==> src/rtl/instr_fetch_pkg.sv <==
// Shared definitions for the instruction fetch stage: opcodes, NOP word,
// reset PC, FSM encoding and IF/ID update selects.
package instr_fetch_pkg;

  localparam logic [31:0] RESET_PC_DEFAULT = 32'h0000_0000;
  localparam logic [31:0] NOP_WORD         = 32'h0000_0000;

  localparam logic [5:0] OP_R    = 6'b000000;
  localparam logic [5:0] OP_LW   = 6'b100011;
  localparam logic [5:0] OP_SW   = 6'b101011;
  localparam logic [5:0] OP_BEQ  = 6'b000100;
  localparam logic [5:0] OP_ADDI = 6'b001000;

  localparam logic [1:0] ST_FETCH = 2'd0;
  localparam logic [1:0] ST_HOLD  = 2'd1;
  localparam logic [1:0] ST_DRAIN = 2'd2;

  localparam logic [1:0] IFID_HOLD = 2'd0;
  localparam logic [1:0] IFID_MEM  = 2'd1;
  localparam logic [1:0] IFID_SKID = 2'd2;
  localparam logic [1:0] IFID_NOP  = 2'd3;

  function automatic logic [31:0] pc_inc(input logic [31:0] pc);
    return pc + 32'd4;
  endfunction

  function automatic logic [31:0] word_align(input logic [31:0] addr);
    return {addr[31:2], 2'b00};
  endfunction

endpackage

==> src/rtl/fetch_skid_buf.sv <==
// One-entry holding register for an instruction that returned while the
// downstream stage was stalled.
module fetch_skid_buf
  import instr_fetch_pkg::*;
(
  input  logic        clk,
  input  logic        rst,
  input  logic        load,
  input  logic        clear,
  input  logic [31:0] instr,
  input  logic [31:0] pc_plus4,
  output logic        valid,
  output logic [31:0] held_instr,
  output logic [31:0] held_pc_plus4
);

  logic        valid_r;
  logic [31:0] instr_r;
  logic [31:0] pc_plus4_r;

  // Entry storage; clear wins over load so a redirect always discards the word.
  always_ff @(posedge clk) begin
    if (rst || clear) begin
      valid_r    <= 1'b0;
      instr_r    <= NOP_WORD;
      pc_plus4_r <= 32'h0000_0000;
    end else if (load) begin
      valid_r    <= 1'b1;
      instr_r    <= instr;
      pc_plus4_r <= pc_plus4;
    end else begin
      valid_r    <= valid_r;
      instr_r    <= instr_r;
      pc_plus4_r <= pc_plus4_r;
    end
  end

  assign valid         = valid_r;
  assign held_instr    = instr_r;
  assign held_pc_plus4 = pc_plus4_r;

endmodule

==> src/rtl/instr_fetch.sv <==
// Instruction fetch stage: drives the instruction memory, handles stalls via a
// skid buffer and branch redirects (draining any outstanding request).
module instr_fetch
  import instr_fetch_pkg::*;
#(
  parameter logic [31:0] RESET_PC = RESET_PC_DEFAULT
) (
  input  logic        clk,
  input  logic        rst,
  output logic        imem_req,
  output logic [31:0] imem_addr,
  input  logic        imem_ack,
  input  logic [31:0] imem_rdata,
  input  logic        stall,
  input  logic        branch_taken,
  input  logic [31:0] branch_target,
  output logic        if_valid,
  output logic [31:0] if_instr,
  output logic [31:0] if_pc_plus4,
  output logic [5:0]  instr_op
);

  logic [1:0]  state_r;
  logic [1:0]  state_nxt_s;
  logic [31:0] pc_r;
  logic [31:0] pc_nxt_s;
  logic        req_r;
  logic        req_nxt_s;
  logic [31:0] addr_r;
  logic [31:0] addr_nxt_s;
  logic        valid_r;
  logic [31:0] instr_r;
  logic [31:0] pc_plus4_r;
  logic [1:0]  ifid_sel_s;
  logic        ack_s;
  logic        skid_load_s;
  logic        skid_clear_s;
  logic        skid_valid_s;
  logic [31:0] skid_instr_s;
  logic [31:0] skid_pc_plus4_s;

  // An ack only counts while a request is actually on the bus.
  assign ack_s = imem_ack & req_r;

  fetch_skid_buf u_skid (
    .clk           (clk),
    .rst           (rst),
    .load          (skid_load_s),
    .clear         (skid_clear_s),
    .instr         (imem_rdata),
    .pc_plus4      (pc_inc(pc_r)),
    .valid         (skid_valid_s),
    .held_instr    (skid_instr_s),
    .held_pc_plus4 (skid_pc_plus4_s)
  );

  // Next-state, next-pc, request and IF/ID update selection.
  always_comb begin
    state_nxt_s  = state_r;
    pc_nxt_s     = pc_r;
    req_nxt_s    = req_r;
    addr_nxt_s   = addr_r;
    skid_load_s  = 1'b0;
    skid_clear_s = 1'b0;
    ifid_sel_s   = stall ? IFID_HOLD : IFID_NOP;
    if (branch_taken) begin
      pc_nxt_s     = word_align(branch_target);
      ifid_sel_s   = IFID_NOP;
      skid_clear_s = 1'b1;
      // An unanswered request must complete at its old address before redirecting.
      if (req_r && !ack_s && (state_r == ST_FETCH || state_r == ST_DRAIN)) begin
        state_nxt_s = ST_DRAIN;
      end else begin
        state_nxt_s = ST_FETCH;
        req_nxt_s   = 1'b1;
        addr_nxt_s  = word_align(branch_target);
      end
    end else begin
      case (state_r)
        ST_FETCH: begin
          req_nxt_s = 1'b1;
          if (ack_s) begin
            pc_nxt_s   = pc_inc(pc_r);
            addr_nxt_s = pc_inc(pc_r);
            if (stall) begin
              skid_load_s = 1'b1;
              state_nxt_s = ST_HOLD;
              req_nxt_s   = 1'b0;
            end else begin
              ifid_sel_s  = IFID_MEM;
            end
          end else begin
            addr_nxt_s = pc_r;
          end
        end
        ST_HOLD: begin
          if (!stall) begin
            ifid_sel_s   = IFID_SKID;
            skid_clear_s = 1'b1;
            state_nxt_s  = ST_FETCH;
            req_nxt_s    = 1'b1;
            addr_nxt_s   = pc_r;
          end else begin
            req_nxt_s    = 1'b0;
          end
        end
        ST_DRAIN: begin
          if (ack_s) begin
            state_nxt_s = ST_FETCH;
            addr_nxt_s  = pc_r;
          end else begin
            state_nxt_s = ST_DRAIN;
          end
        end
        default: begin
          state_nxt_s = ST_FETCH;
          req_nxt_s   = 1'b0;
          addr_nxt_s  = pc_r;
        end
      endcase
    end
  end

  // FSM, pc and memory request registers.
  always_ff @(posedge clk) begin
    if (rst) begin
      state_r <= ST_FETCH;
      pc_r    <= RESET_PC;
      req_r   <= 1'b0;
      addr_r  <= RESET_PC;
    end else begin
      state_r <= state_nxt_s;
      pc_r    <= pc_nxt_s;
      req_r   <= req_nxt_s;
      addr_r  <= addr_nxt_s;
    end
  end

  // IF/ID pipeline register; an invalid slot always carries the NOP word.
  always_ff @(posedge clk) begin
    if (rst) begin
      valid_r    <= 1'b0;
      instr_r    <= NOP_WORD;
      pc_plus4_r <= 32'h0000_0000;
    end else begin
      case (ifid_sel_s)
        IFID_MEM: begin
          valid_r    <= 1'b1;
          instr_r    <= imem_rdata;
          pc_plus4_r <= pc_inc(pc_r);
        end
        IFID_SKID: begin
          valid_r    <= skid_valid_s;
          instr_r    <= skid_valid_s ? skid_instr_s : NOP_WORD;
          pc_plus4_r <= skid_pc_plus4_s;
        end
        IFID_NOP: begin
          valid_r    <= 1'b0;
          instr_r    <= NOP_WORD;
          pc_plus4_r <= pc_plus4_r;
        end
        default: begin
          valid_r    <= valid_r;
          instr_r    <= instr_r;
          pc_plus4_r <= pc_plus4_r;
        end
      endcase
    end
  end

  assign imem_req    = req_r;
  assign imem_addr   = addr_r;
  assign if_valid    = valid_r;
  assign if_instr    = instr_r;
  assign if_pc_plus4 = pc_plus4_r;
  assign instr_op    = instr_r[31:26];

endmodule

==> config.mk <==
export PLATFORM = sky130hd
export DESIGN_NAME = instr_fetch
export DESIGN_NICKNAME = d
export VERILOG_FILES = /design/src/rtl/instr_fetch_pkg.sv /design/src/rtl/fetch_skid_buf.sv /design/src/rtl/instr_fetch.sv
export SDC_FILE = /design/constraint.sdc
export NUM_CORES = 1
export LEC_CHECK = 0
export ABC_AREA = 1
export BUFFER_PORTS_ARGS = -buffer_cell sky130_fd_sc_hd__buf_2
export CAP_MARGIN = 20
export CORE_MARGIN = 2
export CORE_UTILIZATION = 45
export DETAILED_ROUTE_END_ITERATION = 8
export PLACE_DENSITY = 0.67
export SLEW_MARGIN = 5
export SYNTH_ARGS = -nofsm -noshare
export SYNTH_HDL_FRONTEND = slang
export SYNTH_SLANG_ARGS = --single-unit
==> constraint.sdc <==
create_clock -name clk -period 7.9 [get_ports clk]
set_input_delay 1.58 -clock clk [delete_from_list [all_inputs] [get_ports clk]]
set_output_delay 1.58 -clock clk [all_outputs]
set_load 0.005 [all_outputs]
Word level (Yosys, flattened, before mapping)
Cells that the tools add are included. W data, S select, Z words.

Register bits: 197.

Add/subtract/negate cells: 1. Equality and inequality tests: 11. Mux-type cells: 36. Bitwise gates (word level): 1. Reductions and logical operators: 13.

Operator list (count): $mux W32 (8); $pmux W32 S3 (2); $pmux W32 S2 (1); $add A32 B3 Y32 const B (1); $mux W2 (11); $ne A3 B3 Y1 const B (4); $mux W1 (10); $eq A2 B2 Y1 const B (3); $pmux W1 S3 (2); $pmux W2 S3 (1); $reduce_and A3 Y1 (2); $eq A2 B1 Y1 const B (2); $ne A2 B2 Y1 const B (2); $pmux W2 S2 (1); $reduce_bool A2 Y1 (2); $reduce_bool A3 Y1 (1); $logic_and A1 B1 Y1 (2); $logic_not A2 Y1 (1); $logic_or A1 B1 Y1 (2); $reduce_and A2 Y1 (1); $reduce_or A2 Y1 (1); $and A1 B1 Y1 (1); $logic_not A1 Y1 (1).

Depth between registers and ports, before layout
Word-level depth: 7. Gate-level depth with buffers: 13. Depth with buffers taken out: 11.

Modules after synthesis
Synthesis repeated with hierarchy kept, for this count alone.

Cells, all modules: 1553. Area total of the unflattened synthesis: 9988.3 sq um.

Modules (own cells, without submodules): instr_fetch (times used 1, cells an instance 1145, area an instance 7333.3 sq um, seq. area each 2562.5 sq um); fetch_skid_buf (times used 1, cells an instance 408, area an instance 2655.0 sq um, seq. area each 1301.2 sq um).

Worst setup path before layout
Ideal clock, no wire load.

Path type: input-to-reg. Start: input port imem_ack. End: register valid_r, in the netlist if_valid. Library setup time: 0.056 ns. Arrival time: 3.519 ns. Slack: 4.325 ns. Cell stages on the path: 13. Path buffers: 4. Cells stage by stage: nand2_1 clkbuf_1 buf_2 o21ai_0 inv_1 ha_1 buf_2 or2_2 clkbuf_1 a21oi_1 a21oi_1 or2_2 inv_1.

Longest elaborated chain between the ends: 6.

Ends and longest elaborated chain: start: declaration (RTL line instr_fetch.sv:12) `input logic imem_ack,`; $and A1 B1 Y1 * (RTL line instr_fetch.sv:43) `assign ack_s = imem_ack & req_r;`; $mux W2 * (RTL line instr_fetch.sv:82) `if (ack_s) begin`; $pmux W2 S2 * (RTL line instr_fetch.sv:79) `case (state_r)`; $mux W2 * (RTL line instr_fetch.sv:66) `if (branch_taken) begin`; $eq A2 B2 Y1 / $eq A2 B1 Y1 (equally long branches) (RTL line instr_fetch.sv:146) `case (ifid_sel_s)`; $pmux W1 S3 / $reduce_bool A3 Y1 (equally long branches); end signal: assignment (RTL line instr_fetch.sv:153) `valid_r <= skid_valid_s;`; end signal: assignment (RTL line instr_fetch.sv:163) `valid_r <= valid_r;`; end: declaration (RTL line instr_fetch.sv:31) `logic valid_r;`.

Every way passes the cells marked *; elsewhere a longest branch is shown, timed or not. A chain may end at the register's enable or synchronous reset.

Worst setup path in the final report
Start: input port branch_taken. End: register pc_plus4_r[17], in the netlist if_pc_plus4[17].

Longest elaborated chain between the ends: 3.

Ends and longest elaborated chain: start: declaration (RTL line instr_fetch.sv:15) `input logic branch_taken,`; $mux W2 * (RTL line instr_fetch.sv:66); $eq A2 B2 Y1 / $eq A2 B1 Y1 (equally long branches) (RTL line instr_fetch.sv:146); $pmux W32 S2 / $reduce_bool A2 Y1 (equally long branches); end signal: assignment (RTL line instr_fetch.sv:150) `pc_plus4_r <= pc_inc(pc_r);`; end signal: assignment (RTL line instr_fetch.sv:155) `pc_plus4_r <= skid_pc_plus4_s;`; end signal: assignment (RTL line instr_fetch.sv:160) `pc_plus4_r <= pc_plus4_r;`; end: declaration (RTL line instr_fetch.sv:33) `logic [31:0] pc_plus4_r;`.

Marks and branches as above.

==> metrics.txt <==
reg-to-reg setup timing slack=4610 ps; filler instances=2050; Sequential Power Share=0.466; Setup WS post-layout=3470 ps; Sw Share=0.297; count of non-filler cells in the finished layout=1745; Crit-path slowest cell=ha_1; Cell Area, Synth=9240 sq um; Initial Utilization=0.458; Syn Area/Cell=6.84 sq um; total internal power=1.58 mW; Max-Cap Viols=0; Worst Setup EP=if_pc_plus4[17]$_SDFFE_PP0P_; placed cells=1711; worst path bufs/invs=4; final WL=26500 microns; dpl hpwl=18000 microns; vias per inst=5.13; PortBufs=166; FF-to-FF End=if_pc_plus4[17]$_SDFFE_PP0P_; clock sinks=189; Worst-Margin Slew=1010 ps; largest cells by area after synthesis=dfxtp_1, inv_1, a21oi_1, nand2_1, o21ai_0; status=complete, no violations; clk root buf=clkbuf_16; EDFF count, synth=0; vias in the first global route=8262; Total GRT Usage=0.242; reg2reg start=state_r[1]$_SDFFE_PP0P_; worst slack, placed=2980 ps; commonest non-fill, non-tap cell in the layout=inv_1; Syn. warnings=0; # nets final=1534; WP data arrival=4790 ps; CP startpoint kind=input port; CP required=8260 ps; Post-CTS Resized=0; fin crit period=4430 ps; starting DRC count in detailed routing=551; R2R depth=9; Clock Power Share=0.387; final count of negative-setup-slack endpoints=0; Yosys top cell by area=dfxtp_1; synthesis-stage register bit count=189; Post-CTS Setup Bufs=0; most frequent cells in the layout=inv_1, nand2_1, dfxtp_1; Final period util=0.561; combinational power share=0.147; H-tree depth=4; Clock Tree Buf Depth=2; hold-fix buffers at CTS=0; initial antenna violation count=1; Antenna Nets Post-Route=0; cts bufs inserted=17; Die Ht=147 microns; area of the core=20200 sq um; f_max=226 MHz; I/O Pins=173; CTS tree=built; drc violations=0; ys flop type=dfxtp_1; Setup Skew=9.85 ps; P per Cell Area=211 nW/um^2; Max FO, Critical Path=45; RSZ-0062 raised after global routing=false; sequential share of the synthesized area=0.410; Final GP Congestion=0.922; GRT overflow=0; NetSw=0.668 mW; die area=21700 sq um; drt pass-1 iters=5; layout cell share with drive strength beyond 1=0.167; cell depth of the worst setup path=10; Mapped Cells=1351; headroom to the max-slew limit=0.327; die span in x=147 microns; worst-skew pair later-pin latency=440 ps; DR WL/cell=15.2 microns; cells along the critical path=buf_2 > inv_2 > nand2_1 > o21ai_0 > inv_1 > ha_1 > inv_2 > a21oi_1 > o21ai_0 > a21oi_1; ys async rst share=0; Setup CP Type=in -> reg; area grow syn2layout=15.6%; core occupancy in the finished layout=0.529; Final Hold Fails=0; Setup crit end kind=register; max-slew violation count=0; pin count of the biggest net entering global routing=87; setup TNS=0 ps; Setup crit start=branch_taken; CP delay by family, top=buffers and inverters; HP Class=reg -> reg; first-pass GRT wire length=41900 microns; row count=52; area share of the largest cell type after synthesis=0.410; P_leak=5.02 nW; CP max stage delay=680 ps; worst vdd ir=0.139 mV; hold path cells=2; clk slew on worst S/H paths=70 ps; count of different cell masters after synthesis=33; Via Count=8946
==> routing by layer <==
layer / share of wire / GRT usage / wire, microns
met5: 0 / 0 / 0
met4: 0.038 / 0.115 / 997
met3: 0.055 / 0.0422 / 1460
met2: 0.47 / 0.408 / 12400
met1: 0.44 / 0.300 / 11700
==> sequential cells by signal (all words and copies together), names as in the netlist <==
signal,count
u_skid.held_pc_plus4,30
imem_req,1
imem_addr,30
if_pc_plus4,30
if_instr,32
pc_r,30
if_valid,1
u_skid.valid,1
u_skid.held_instr,32
state_r,2
==> logic make-up (layout without fill, tap and decap cells) <==
kind of cell,after synthesis,count (layout),share of synthesized area
compound gates,402,402,0.237
xor+xnor,8,8,0.00759
fa+ha+maj,4,4,0.00542
buf+inv,346,466,0.151
flops,189,189,0.410
other cells,1,5,0.000406
simple gates,401,401,0.190
==> power by group through the flow <==
stage          Combinational [mW]  Sequential (mW)  Clock, mW
2_1_floorplan               0.209             1.07          0
3_3_place_gp                0.323             1.07          0
3_5_place_dp                0.329             1.07          0
4_1_cts                     0.330             1.05      0.879
5_1_grt                     0.372             1.06      0.922
6_report                    0.330             1.05      0.869
==> cell usage after synthesis (10+ instances only) <==
cell / n
inv_1: 250
nand2_1: 197
dfxtp_1: 189
a21oi_1: 171
o21ai_0: 135
nand3_1: 88
nor2_1: 84
clkbuf_1: 48
o22ai_1: 42
o211ai_1: 32
buf_2: 19
buf_4: 16
nor2_2: 10
==> worst register-to-register path: cells and delay by family (launching register included) <==
kind,cells,cell delay (ps)
buf+inv,2,610
fa+ha+maj,1,680
compound gates,4,930
flops,1,340
simple gates,2,650
==> through the flow <==
| stage | hold slack, ps | power (mW) | cell area, sq um |
|---|---|---|---|
| floorplan | 429 | 1.28 | 9250 |
| global placement | 439 | 1.39 | 10100 |
| detailed placement | 447 | 1.40 | 10100 |
| CTS | 458 | 2.26 | 10700 |
| global route | 474 | 2.35 | 10700 |
| finish | 457 | 2.25 | 10700 |
==> final cells by class <==
cell class,instances,area (sq um),area share
Clock buffer,18,429,0.0402
Multi-Input combinational cell,819,4080,0.382
Inverter,258,970,0.0908
Sequential cell,189,3780,0.354
Timing Repair Buffer,176,918,0.0860
Tap cell,270,338,0.0316
Antenna cell,1,2.50,0.000234
Clock inverter,14,159,0.0149
==> how the worst min path moves through the flow <==
stage	startpoint	end	slack, ps
global route	u_skid.held_instr[6]$_SDFFE_PP0P_	u_skid.held_instr[6]$_SDFFE_PP0P_	470
CTS	u_skid.held_instr[6]$_SDFFE_PP0P_	u_skid.held_instr[6]$_SDFFE_PP0P_	460
finish	u_skid.held_instr[29]$_SDFFE_PP0P_	u_skid.held_instr[29]$_SDFFE_PP0P_	460
floorplan	u_skid.held_instr[10]$_SDFFE_PP0P_	u_skid.held_instr[10]$_SDFFE_PP0P_	430
global placement	u_skid.held_instr[19]$_SDFFE_PP0P_	u_skid.held_instr[19]$_SDFFE_PP0P_	440
detailed placement	u_skid.held_instr[13]$_SDFFE_PP0P_	u_skid.held_instr[13]$_SDFFE_PP0P_	450
Power figures use the tool's default switching activity.
